### src/rtl/combat_resolver_pkg.sv
// Shared game definitions for the combat path: default stat values, winner codes
// and FSM state encodings used by the resolver and the VGA bar renderer.
package combat_resolver_pkg;

    localparam int unsigned HEALTH_INIT = 15;
    localparam int unsigned SHIELD_INIT = 15;

    localparam logic [1:0] WIN_NONE = 2'b00;
    localparam logic [1:0] WIN_P1   = 2'b01;
    localparam logic [1:0] WIN_P2   = 2'b10;
    localparam logic [1:0] WIN_DRAW = 2'b11;

    typedef enum logic {
        ST_FIGHT = 1'b0,
        ST_OVER  = 1'b1
    } state_e;

    // Compare before subtract so 8-bit stats never wrap below zero.
    function automatic logic [7:0] sat_sub(input logic [7:0] a, input logic [7:0] b);
        return (a >= b) ? (a - b) : 8'd0;
    endfunction

endpackage

### src/rtl/fighter_stats.sv
// Per-player state: attack cooldown, shield regen timer, health/shield registers
// and the block-versus-damage decision for an incoming hit.
module fighter_stats
    import combat_resolver_pkg::*;
#(
    parameter int unsigned HEALTH_INIT     = combat_resolver_pkg::HEALTH_INIT,
    parameter int unsigned SHIELD_INIT     = combat_resolver_pkg::SHIELD_INIT,
    parameter int unsigned ATTACK_DMG      = 2,
    parameter int unsigned SHIELD_COST     = 3,
    parameter int unsigned COOLDOWN_CYCLES = 50_000_000,
    parameter int unsigned REGEN_PERIOD    = 100_000_000
) (
    input  logic       clk,
    input  logic       reset,
    input  logic       active,
    input  logic       attack_accepted,
    input  logic       incoming_hit,
    input  logic       shield_held,
    output logic       cooldown_idle,
    output logic [7:0] health_next,
    output logic [7:0] health,
    output logic [7:0] shield,
    output logic       hit,
    output logic       blocked
);

    localparam int unsigned CD_W = (COOLDOWN_CYCLES > 1) ? $clog2(COOLDOWN_CYCLES) : 1;
    localparam int unsigned RG_W = (REGEN_PERIOD > 1) ? $clog2(REGEN_PERIOD) : 1;
    localparam logic [CD_W-1:0] CD_LOAD = CD_W'(COOLDOWN_CYCLES - 1);
    localparam logic [RG_W-1:0] RG_LAST = RG_W'(REGEN_PERIOD - 1);
    localparam logic [7:0] H_INIT = 8'(HEALTH_INIT);
    localparam logic [7:0] S_INIT = 8'(SHIELD_INIT);
    localparam logic [7:0] DMG    = 8'(ATTACK_DMG);
    localparam logic [7:0] COST   = 8'(SHIELD_COST);

    logic [CD_W-1:0] cd_q, cd_d;
    logic [RG_W-1:0] regen_q, regen_d;
    logic [7:0]      health_q, shield_q, shield_d;
    logic            hit_q, blocked_q;
    logic            block, damage, regen_en, regen_wrap;

    always_comb begin
        // An under-charged shield neither blocks nor drains.
        block       = incoming_hit && shield_held && (shield_q >= COST);
        damage      = incoming_hit && !block;
        health_next = damage ? sat_sub(health_q, DMG) : health_q;

        regen_en   = !shield_held && (shield_q < S_INIT) && active && !block;
        regen_wrap = regen_en && (regen_q == RG_LAST);
        regen_d    = (regen_en && !regen_wrap) ? regen_q + 1'b1 : '0;

        shield_d = shield_q;
        if (block) begin
            shield_d = shield_q - COST;
        end else if (regen_wrap) begin
            shield_d = shield_q + 8'd1;
        end

        cd_d = cd_q;
        if (attack_accepted) begin
            cd_d = CD_LOAD;
        end else if (cd_q != '0) begin
            cd_d = cd_q - 1'b1;
        end
    end

    always_ff @(posedge clk) begin
        if (!reset) begin
            cd_q      <= '0;
            regen_q   <= '0;
            health_q  <= H_INIT;
            shield_q  <= S_INIT;
            hit_q     <= 1'b0;
            blocked_q <= 1'b0;
        end else begin
            cd_q      <= cd_d;
            regen_q   <= regen_d;
            health_q  <= health_next;
            shield_q  <= shield_d;
            hit_q     <= damage;
            blocked_q <= block;
        end
    end

    assign cooldown_idle = (cd_q == '0);
    assign health        = health_q;
    assign shield        = shield_q;
    assign hit           = hit_q;
    assign blocked       = blocked_q;

endmodule

### src/rtl/combat_resolver.sv
// Two-player combat resolver: gates attack requests, routes each accepted attack
// to the opposing fighter and tracks the round result.
module combat_resolver
    import combat_resolver_pkg::*;
#(
    parameter int unsigned HEALTH_INIT     = combat_resolver_pkg::HEALTH_INIT,
    parameter int unsigned SHIELD_INIT     = combat_resolver_pkg::SHIELD_INIT,
    parameter int unsigned ATTACK_DMG      = 2,
    parameter int unsigned SHIELD_COST     = 3,
    parameter int unsigned COOLDOWN_CYCLES = 50_000_000,
    parameter int unsigned REGEN_PERIOD    = 100_000_000
) (
    input  logic       clk,
    input  logic       reset,
    input  logic       p1_attack_req,
    input  logic       p2_attack_req,
    input  logic       p1_shield_held,
    input  logic       p2_shield_held,
    input  logic       collision,
    output logic [7:0] p1_health,
    output logic [7:0] p1_shield,
    output logic [7:0] p2_health,
    output logic [7:0] p2_shield,
    output logic       p1_hit,
    output logic       p2_hit,
    output logic       p1_blocked,
    output logic       p2_blocked,
    output logic       game_over,
    output logic [1:0] winner
);

    state_e     state_q, state_d;
    logic [1:0] winner_q, winner_d;
    logic       game_over_q;
    logic       fight;
    logic       p1_cd_idle, p2_cd_idle;
    logic       p1_accept, p2_accept;
    logic [7:0] p1_health_next, p2_health_next;
    logic       p1_dead, p2_dead;

    assign fight     = (state_q == ST_FIGHT);
    assign p1_accept = p1_attack_req && p1_cd_idle && fight;
    assign p2_accept = p2_attack_req && p2_cd_idle && fight;

    fighter_stats #(
        .HEALTH_INIT    (HEALTH_INIT),
        .SHIELD_INIT    (SHIELD_INIT),
        .ATTACK_DMG     (ATTACK_DMG),
        .SHIELD_COST    (SHIELD_COST),
        .COOLDOWN_CYCLES(COOLDOWN_CYCLES),
        .REGEN_PERIOD   (REGEN_PERIOD)
    ) u_p1 (
        .clk            (clk),
        .reset          (reset),
        .active         (fight),
        .attack_accepted(p1_accept),
        .incoming_hit   (p2_accept && collision),
        .shield_held    (p1_shield_held),
        .cooldown_idle  (p1_cd_idle),
        .health_next    (p1_health_next),
        .health         (p1_health),
        .shield         (p1_shield),
        .hit            (p1_hit),
        .blocked        (p1_blocked)
    );

    fighter_stats #(
        .HEALTH_INIT    (HEALTH_INIT),
        .SHIELD_INIT    (SHIELD_INIT),
        .ATTACK_DMG     (ATTACK_DMG),
        .SHIELD_COST    (SHIELD_COST),
        .COOLDOWN_CYCLES(COOLDOWN_CYCLES),
        .REGEN_PERIOD   (REGEN_PERIOD)
    ) u_p2 (
        .clk            (clk),
        .reset          (reset),
        .active         (fight),
        .attack_accepted(p2_accept),
        .incoming_hit   (p1_accept && collision),
        .shield_held    (p2_shield_held),
        .cooldown_idle  (p2_cd_idle),
        .health_next    (p2_health_next),
        .health         (p2_health),
        .shield         (p2_shield),
        .hit            (p2_hit),
        .blocked        (p2_blocked)
    );

    assign p1_dead = (p1_health_next == 8'd0);
    assign p2_dead = (p2_health_next == 8'd0);

    always_comb begin
        state_d  = state_q;
        winner_d = winner_q;
        unique case (state_q)
            ST_FIGHT: begin
                if (p1_dead || p2_dead) begin
                    state_d = ST_OVER;
                    if (p1_dead && p2_dead) begin
                        winner_d = WIN_DRAW;
                    end else if (p2_dead) begin
                        winner_d = WIN_P1;
                    end else begin
                        winner_d = WIN_P2;
                    end
                end
            end
            ST_OVER: begin
                state_d = ST_OVER;
            end
            default: begin
                state_d = ST_FIGHT;
            end
        endcase
    end

    always_ff @(posedge clk) begin
        if (!reset) begin
            state_q     <= ST_FIGHT;
            winner_q    <= WIN_NONE;
            game_over_q <= 1'b0;
        end else begin
            state_q     <= state_d;
            winner_q    <= winner_d;
            game_over_q <= (state_d == ST_OVER);
        end
    end

    assign game_over = game_over_q;
    assign winner    = winner_q;

endmodule

### config.mk
export PLATFORM = sky130hd
export DESIGN_NAME = combat_resolver
export DESIGN_NICKNAME = d
export VERILOG_FILES = /design/src/rtl/combat_resolver_pkg.sv /design/src/rtl/fighter_stats.sv /design/src/rtl/combat_resolver.sv
export SDC_FILE = /design/constraint.sdc
export NUM_CORES = 1
export LEC_CHECK = 0
export CAP_MARGIN = 15
export CORE_MARGIN = 2
export CORE_UTILIZATION = 39
export CTS_CLUSTER_DIAMETER = 50
export CTS_CLUSTER_SIZE = 28
export DETAILED_ROUTE_END_ITERATION = 10
export PLACE_DENSITY = 0.61
export SYNTH_ARGS = -nofsm -noshare
export SYNTH_HDL_FRONTEND = slang
export SYNTH_SLANG_ARGS = --single-unit
export TNS_END_PERCENT = 10
### constraint.sdc
create_clock -name clk -period 4.98 [get_ports clk]
set_input_delay 0.747 -clock clk [delete_from_list [all_inputs] [get_ports clk]]
set_output_delay 0.747 -clock clk [all_outputs]
set_load 0.05 [all_outputs]
After elaboration in Yosys (flattened, before gate mapping)

Cells that the tools add are included.

Flip-flop bits (word level): 145
Latch bits: 0
Memory bits (writable): 0
Bits in read-only memories: 0
Output and inout bits: 39
Word-level logic and storage cells: 97
Memories: 0

$add $sub $neg: 10
Multipliers: 0
Div/mod/pow operators: 0
$lt $le $gt $ge: 6
Equality and inequality tests: 2
Shift operators: 0
Mux-type cells: 16
Bitwise logic cells: 2
Reduce and logical (&&, ||, !) cells: 45

Operators by type and width:

| cell                  | count |
|---|---|
| $mux 26               | 4 |
| $mux 8                | 8 |
| $add 27x1->27 const B | 2 |
| $eq 27x27->1 const B  | 2 |
| $logic_not 26->1      | 2 |
| $reduce_bool 26->1    | 2 |
| $sub 26x1->26 const B | 2 |
| $ge 8x2->1 const B    | 4 |
| $sub 8x2->8 const B   | 4 |
| $logic_and 1x1->1     | 23 |
| $add 8x1->8 const B   | 2 |
| $logic_not 8->1       | 2 |
| $lt 8x4->1 const B    | 2 |
| $reduce_bool 2->1     | 4 |
| $logic_not 1->1       | 6 |
| $reduce_and 2->1      | 3 |
| $mux 2                | 2 |
| $reduce_or 2->1       | 2 |
| $not 1->1             | 2 |
| $pmux 1 s2            | 1 |
| $logic_or 1x1->1      | 1 |
| $mux 1                | 1 |

Longest topological paths before layout

Depth in word-level cells: 13
Gate-level depth with buffers: 11
Gate-level depth less buffers: 9

By module

A second synthesis with hierarchy kept.

Cell total of the unflattened synthesis: 831
Area, all modules: 7156.9 µm²

By module, submodules not included:

| module          | times used | cells an instance | area an instance (µm²) | seq. area each (µm²) |
|---|---|---|---|---|
| fighter_stats   | 2          | 405               | 3484.6                 | 1421.4 |
| combat_resolver | 1          | 21                | 187.7                  | 60.1 |

Worst setup path after synthesis

No wires, ideal clock.

Kind: register -> register
Start point: register u_p2.shield_q[0] (netlist: u_p2.shield[0])
End point: register game_over_q (netlist: game_over)
Setup time: 0.120 ns
Arrival: 2.533 ns
Slack: 2.328 ns
Stages on the path, launching flop included: 9
Path buffers: 1
Period minus slack after synthesis: 2.652 ns
Cell sequence: dfxtp_1 ha_1 or3_1 o21ai_0 or4b_1 clkbuf_1 mux2i_1 and3_1 o31a_1

Word-level cells in the longest chain between the ends: 9

Ends and longest elaborated chain:

| item                   | line                   | RTL |
|---|---|---|
| start, declared        | fighter_stats.sv:38    | `logic [7:0] health_q, shield_q, shield_d;` |
| start signal, assigned | fighter_stats.sv:79    | `shield_q <= shield_d;` |
| $ge 8x2->1             | fighter_stats.sv:44    | `block = incoming_hit && shield_held && (shield_q >= COST);` |
| $logic_and 1x1->1      | fighter_stats.sv:44    |  |
| $logic_not 1->1        | fighter_stats.sv:45    | `damage = incoming_hit && !block;` |
| $logic_and 1x1->1      | fighter_stats.sv:45    |  |
| $mux 8                 | fighter_stats.sv:46    | `health_next = damage ? sat_sub(health_q, DMG) : health_q;` |
| $logic_not 8->1        | combat_resolver.sv:90  | `assign p2_dead = (p2_health_next == 8'd0);` |
| $logic_or 1x1->1       | combat_resolver.sv:97  | `if (p1_dead \|\| p2_dead) begin` |
| $mux 1                 | combat_resolver.sv:97  |  |
| $pmux 1 s2             | combat_resolver.sv:95  | `unique case (state_q)` |
| end signal, assigned   | combat_resolver.sv:125 | `game_over_q <= (state_d == ST_OVER);` |
| end, declared          | combat_resolver.sv:34  | `logic game_over_q;` |

No other way between the ends.
A chain may end at the register's enable or synchronous reset.

Final worst setup path

Start point: register u_p2.cd_q[12]
End point: register u_p1.shield_q[7] (netlist: u_p1.shield[7])

Word-level cells in the longest chain between the ends: 10
Elaborated cells between the ends (all ways): 11
Those cells by class: 1 x mux; 10 x reduce/logical

Ends and longest elaborated chain:

| item                             | line                  | RTL |
|---|---|---|
| start, declared                  | fighter_stats.sv:36   | `logic [CD_W-1:0] cd_q, cd_d;` |
| start signal, assigned           | fighter_stats.sv:69   | `cd_q <= '0;` |
| start signal, assigned           | fighter_stats.sv:76   | `cd_q <= cd_d;` |
| $logic_not 26->1 *               | fighter_stats.sv:85   | `assign cooldown_idle = (cd_q == '0);` |
| $logic_and 1x1->1 * (2 in a row) | combat_resolver.sv:43 | `assign p2_accept = p2_attack_req && p2_cd_idle && fight;` |
| $logic_and 1x1->1 *              | combat_resolver.sv:57 | `.incoming_hit (p2_accept && collision),` |
| $logic_and 1x1->1 * (2 in a row) | fighter_stats.sv:44   |  |
| $logic_not 1->1                  | fighter_stats.sv:48   | `regen_en = !shield_held && (shield_q < S_INIT) && active && !block;` |
| $logic_and 1x1->1                | fighter_stats.sv:48   |  |
| $logic_and 1x1->1                | fighter_stats.sv:49   | `regen_wrap = regen_en && (regen_q == RG_LAST);` |
| $reduce_bool 2->1 (no line)      | n/a                   |  |
| end signal, assigned             | fighter_stats.sv:79   |  |
| end, declared                    | fighter_stats.sv:38   |  |

Every way passes the cells marked *; elsewhere a longest branch is shown, timed or not.

==> metrics.txt <==
total core area=around 17000 µm²; Die X-Extent=between 100 and 150 µm; CTS sink cnt=~150; Post-DP Area=approximately 7600 µm²; FP Rows=48; Placer Congestion=between 0.8 and 0.9; post-place setup slack=about 1700 ps; Post-DRT Antenna Nets=0; cell area after layout=8130 µm²; fin nets=~890; Mapped Nets=around 850; final period utilization=just over 60%; Final min period=3040 ps; Power per Cell Area=493 nW/µm²; Post-synth ARST share=0%; Setup Fix Bufs, Post-CTS=0; hpwl dp=around 11000 µm; cells after synthesis=about 830; CTS tree=built; gr usage total=17.0%; Worst Path Required=5280 ps; Hold Path Class=reg -> reg; Initial Util=roughly 40%; Skew-Pair Late Insertion Delay=between 400 and 500 ps; I/O Pins=between 40 and 50; Rel. slew slack=between 30% and 40%; Post-CTS Hold Buffers=0; Worst Path Class, Setup=reg -> reg; status=finished clean; post-cts resize count=0; first-pass GRT wire length=roughly 25000 µm; clock slew at reported path FFs=about 60 ps; Max Freq=about 0.33 GHz; Wirelength per Cell=~14 µm; crit path DAT=between 3000 and 4000 ps; Most used DFF post-synth=dfxtp_1; antenna cells=0; Pleak=2.73 nW; cts bufs inserted=17; H-tree depth=4; Via density=around 5.3; overall routed net length=~15000 µm; final hold violations=0; Root Driver=clkbuf_16; largest net degree at the start of global routing=59; worst-path maximum fanout=17; final setup margin=1940 ps; Clock Skew=around 9.4 ps; drt first-iter violations=373; Total Neg Setup Slack=0 ps; vias in the first global route=5192; Area Growth Syn to Fin=17.0%; startpoint types=flop; total die area=18900 µm²; Synth Area per Inst=~8.4 µm²; Post-synth EDFFs=0; RSZ-0062 raised after global routing=false; Setup crit end kind=flop; I/O Buffers=45; mapped cell area=approximately 6900 µm²; Synthesis Warnings=0; Residual DRC=0; Synth cell types=61; first-pass iteration count of the detailed router=5; total grt overflow=0; final-report max-slew violation count=0; initial antenna violation count=0; sequential element share of the synthesized area=41.8%; # setup viols final=0; maximum root-to-sink buffer count=2; Max-cap violations=0; Die Height=about 140 µm; Max rail drop VDD=324 µV; Slew @ Worst Pin=about 1000 ps; #FFs+latches synth=roughly 150; share of layout cells above drive strength 1=4.54%; routed vias=approximately 6k
[metrics by stage]
stage / utilization, % / hold WS [ps] / total power [mW] / instances
after floorplan: - / 418 / 2.57 / 831
after global placement: 43.6 / 433 / 2.80 / 1075
after detailed placement: 43.6 / 438 / 2.81 / 1075
after CTS: 46.8 / 451 / 4.02 / 1106
after global routing: 46.8 / 466 / 4.27 / 1106
final: 46.8 / 446 / 4.01 / 1106
[critical path: stages, from the launching register on]
cell and delay [ps]:
dfxtp_1 330, nor4_1 570, nand3_1 340, or4_1 860, nor4_1 500, nand2_1 120
xor2_1 140, nor2_1 50
[cell type report]
type | instances | area (µm²)
repair buffers | 48 | 473
clock buffers | 26 | 499
well taps | 225 | 282
flip-flops and latches | 145 | 2900
multi-input cells | 628 | 3810
inverters | 29 | 109
clock inverters | 5 | 52.6
fillers | 1708 | 9230
[placed cells by master, fill, tap and decap left out, types with 13 or more instances in the layout]
master           instances
clkbuf_16               17
nand3_1                 32
dfxtp_1                145
o21ai_0                 26
or3_1                   35
inv_1                   28
nand2_1                 59
or4_1                   13
xnor2_1                 54
nand4_1                 13
a21oi_1                 48
nor2_1                 124
nor3_1                  36
clkdlybuf4s50_1         45
nor4_1                  29
xor2_1                  27
[worst paths after layout]
check,endpoint,slack (ps),cells past startpoint,startpoint
max reg2reg,u_p1.shield[7]$_SDFFE_PN0P_,1940,7,u_p2.cd_q[12]$_SDFFE_PN0P_
max,u_p1.shield[7]$_SDFFE_PN0P_,1940,7,u_p2.cd_q[12]$_SDFFE_PN0P_
min reg2reg,u_p2.regen_q[0]$_SDFF_PN0_,450,1,u_p2.regen_q[0]$_SDFF_PN0_
min,u_p2.regen_q[0]$_SDFF_PN0_,450,1,u_p2.regen_q[0]$_SDFF_PN0_
[registers in the layout (all words and copies together) (netlist names)]
| signal | count |
|---|---|
| u_p1.regen_q | 27 |
| u_p1.health | 8 |
| u_p1.hit | 1 |
| winner | 2 |
| game_over | 1 |
| u_p2.blocked | 1 |
| u_p1.cd_q | 26 |
| u_p2.hit | 1 |
| u_p2.cd_q | 26 |
| u_p2.regen_q | 27 |
| u_p2.shield | 8 |
| u_p1.shield | 8 |
| u_p1.blocked | 1 |
| u_p2.health | 8 |
[power breakdown]
group | switching (mW) | internal [mW] | leakage (nW)
Sequential | 0.181 | 1.32 | 1.18
Clock | 0.467 | 0.734 | 0.270
Combinational | 0.764 | 0.535 | 1.29
[cell families (layout without fill, tap and decap cells)]
logic type	count (synthesis)	count (layout)	synth area share [%]
mux	13	13	1.91
buf+inv	58	108	3.39
fa+ha+maj	10	10	1.80
compound gates	119	119	10.6
simple gates	405	405	30.3
flops	145	145	41.8
xor+xnor	81	81	10.2
[cell usage after synthesis (all sizes together), types with 2 or more instances]
cell	count	area (µm²)
dfxtp	145	2900
nor2	124	465
nand2	59	221
xnor2	54	473
a21oi	48	240
nor3	36	180
or3	35	219
nand3	32	160
nor4	31	206
inv	29	109
xor2	27	236
o21ai	26	130
clkbuf	23	86.3
or4	15	120
nand4	13	81.3
a211oi	11	82.6
mux2i	11	110
nor4b	11	103
and3	10	62.6
ha	10	125
nor2b	8	50.1
buf	6	40.0
nand2b	6	37.5
o31ai	5	37.5
or2	5	31.3
and4	4	35.0
nand4b	4	35.0
o21a	4	30.0
a211o	3	26.3
a41oi	3	26.3
nor3b	3	22.5
o211ai	3	22.5
a2111oi	2	18.8
a21boi	2	15.0
and2	2	12.5
mux2	2	22.5
nand3b	2	15.0
nor4bb	2	20.0
o311ai	2	17.5
[metal layers]
layer	up-vias	track usage [%]	part of all wire (%)
li1	3039	-	-
met1	2686	23.1	50
met3	23	4.42	5.2
met5	-	0	0
met2	118	25.5	43
met4	0	7.33	2.0
No activity file was read; power rests on OpenSTA's default activity.
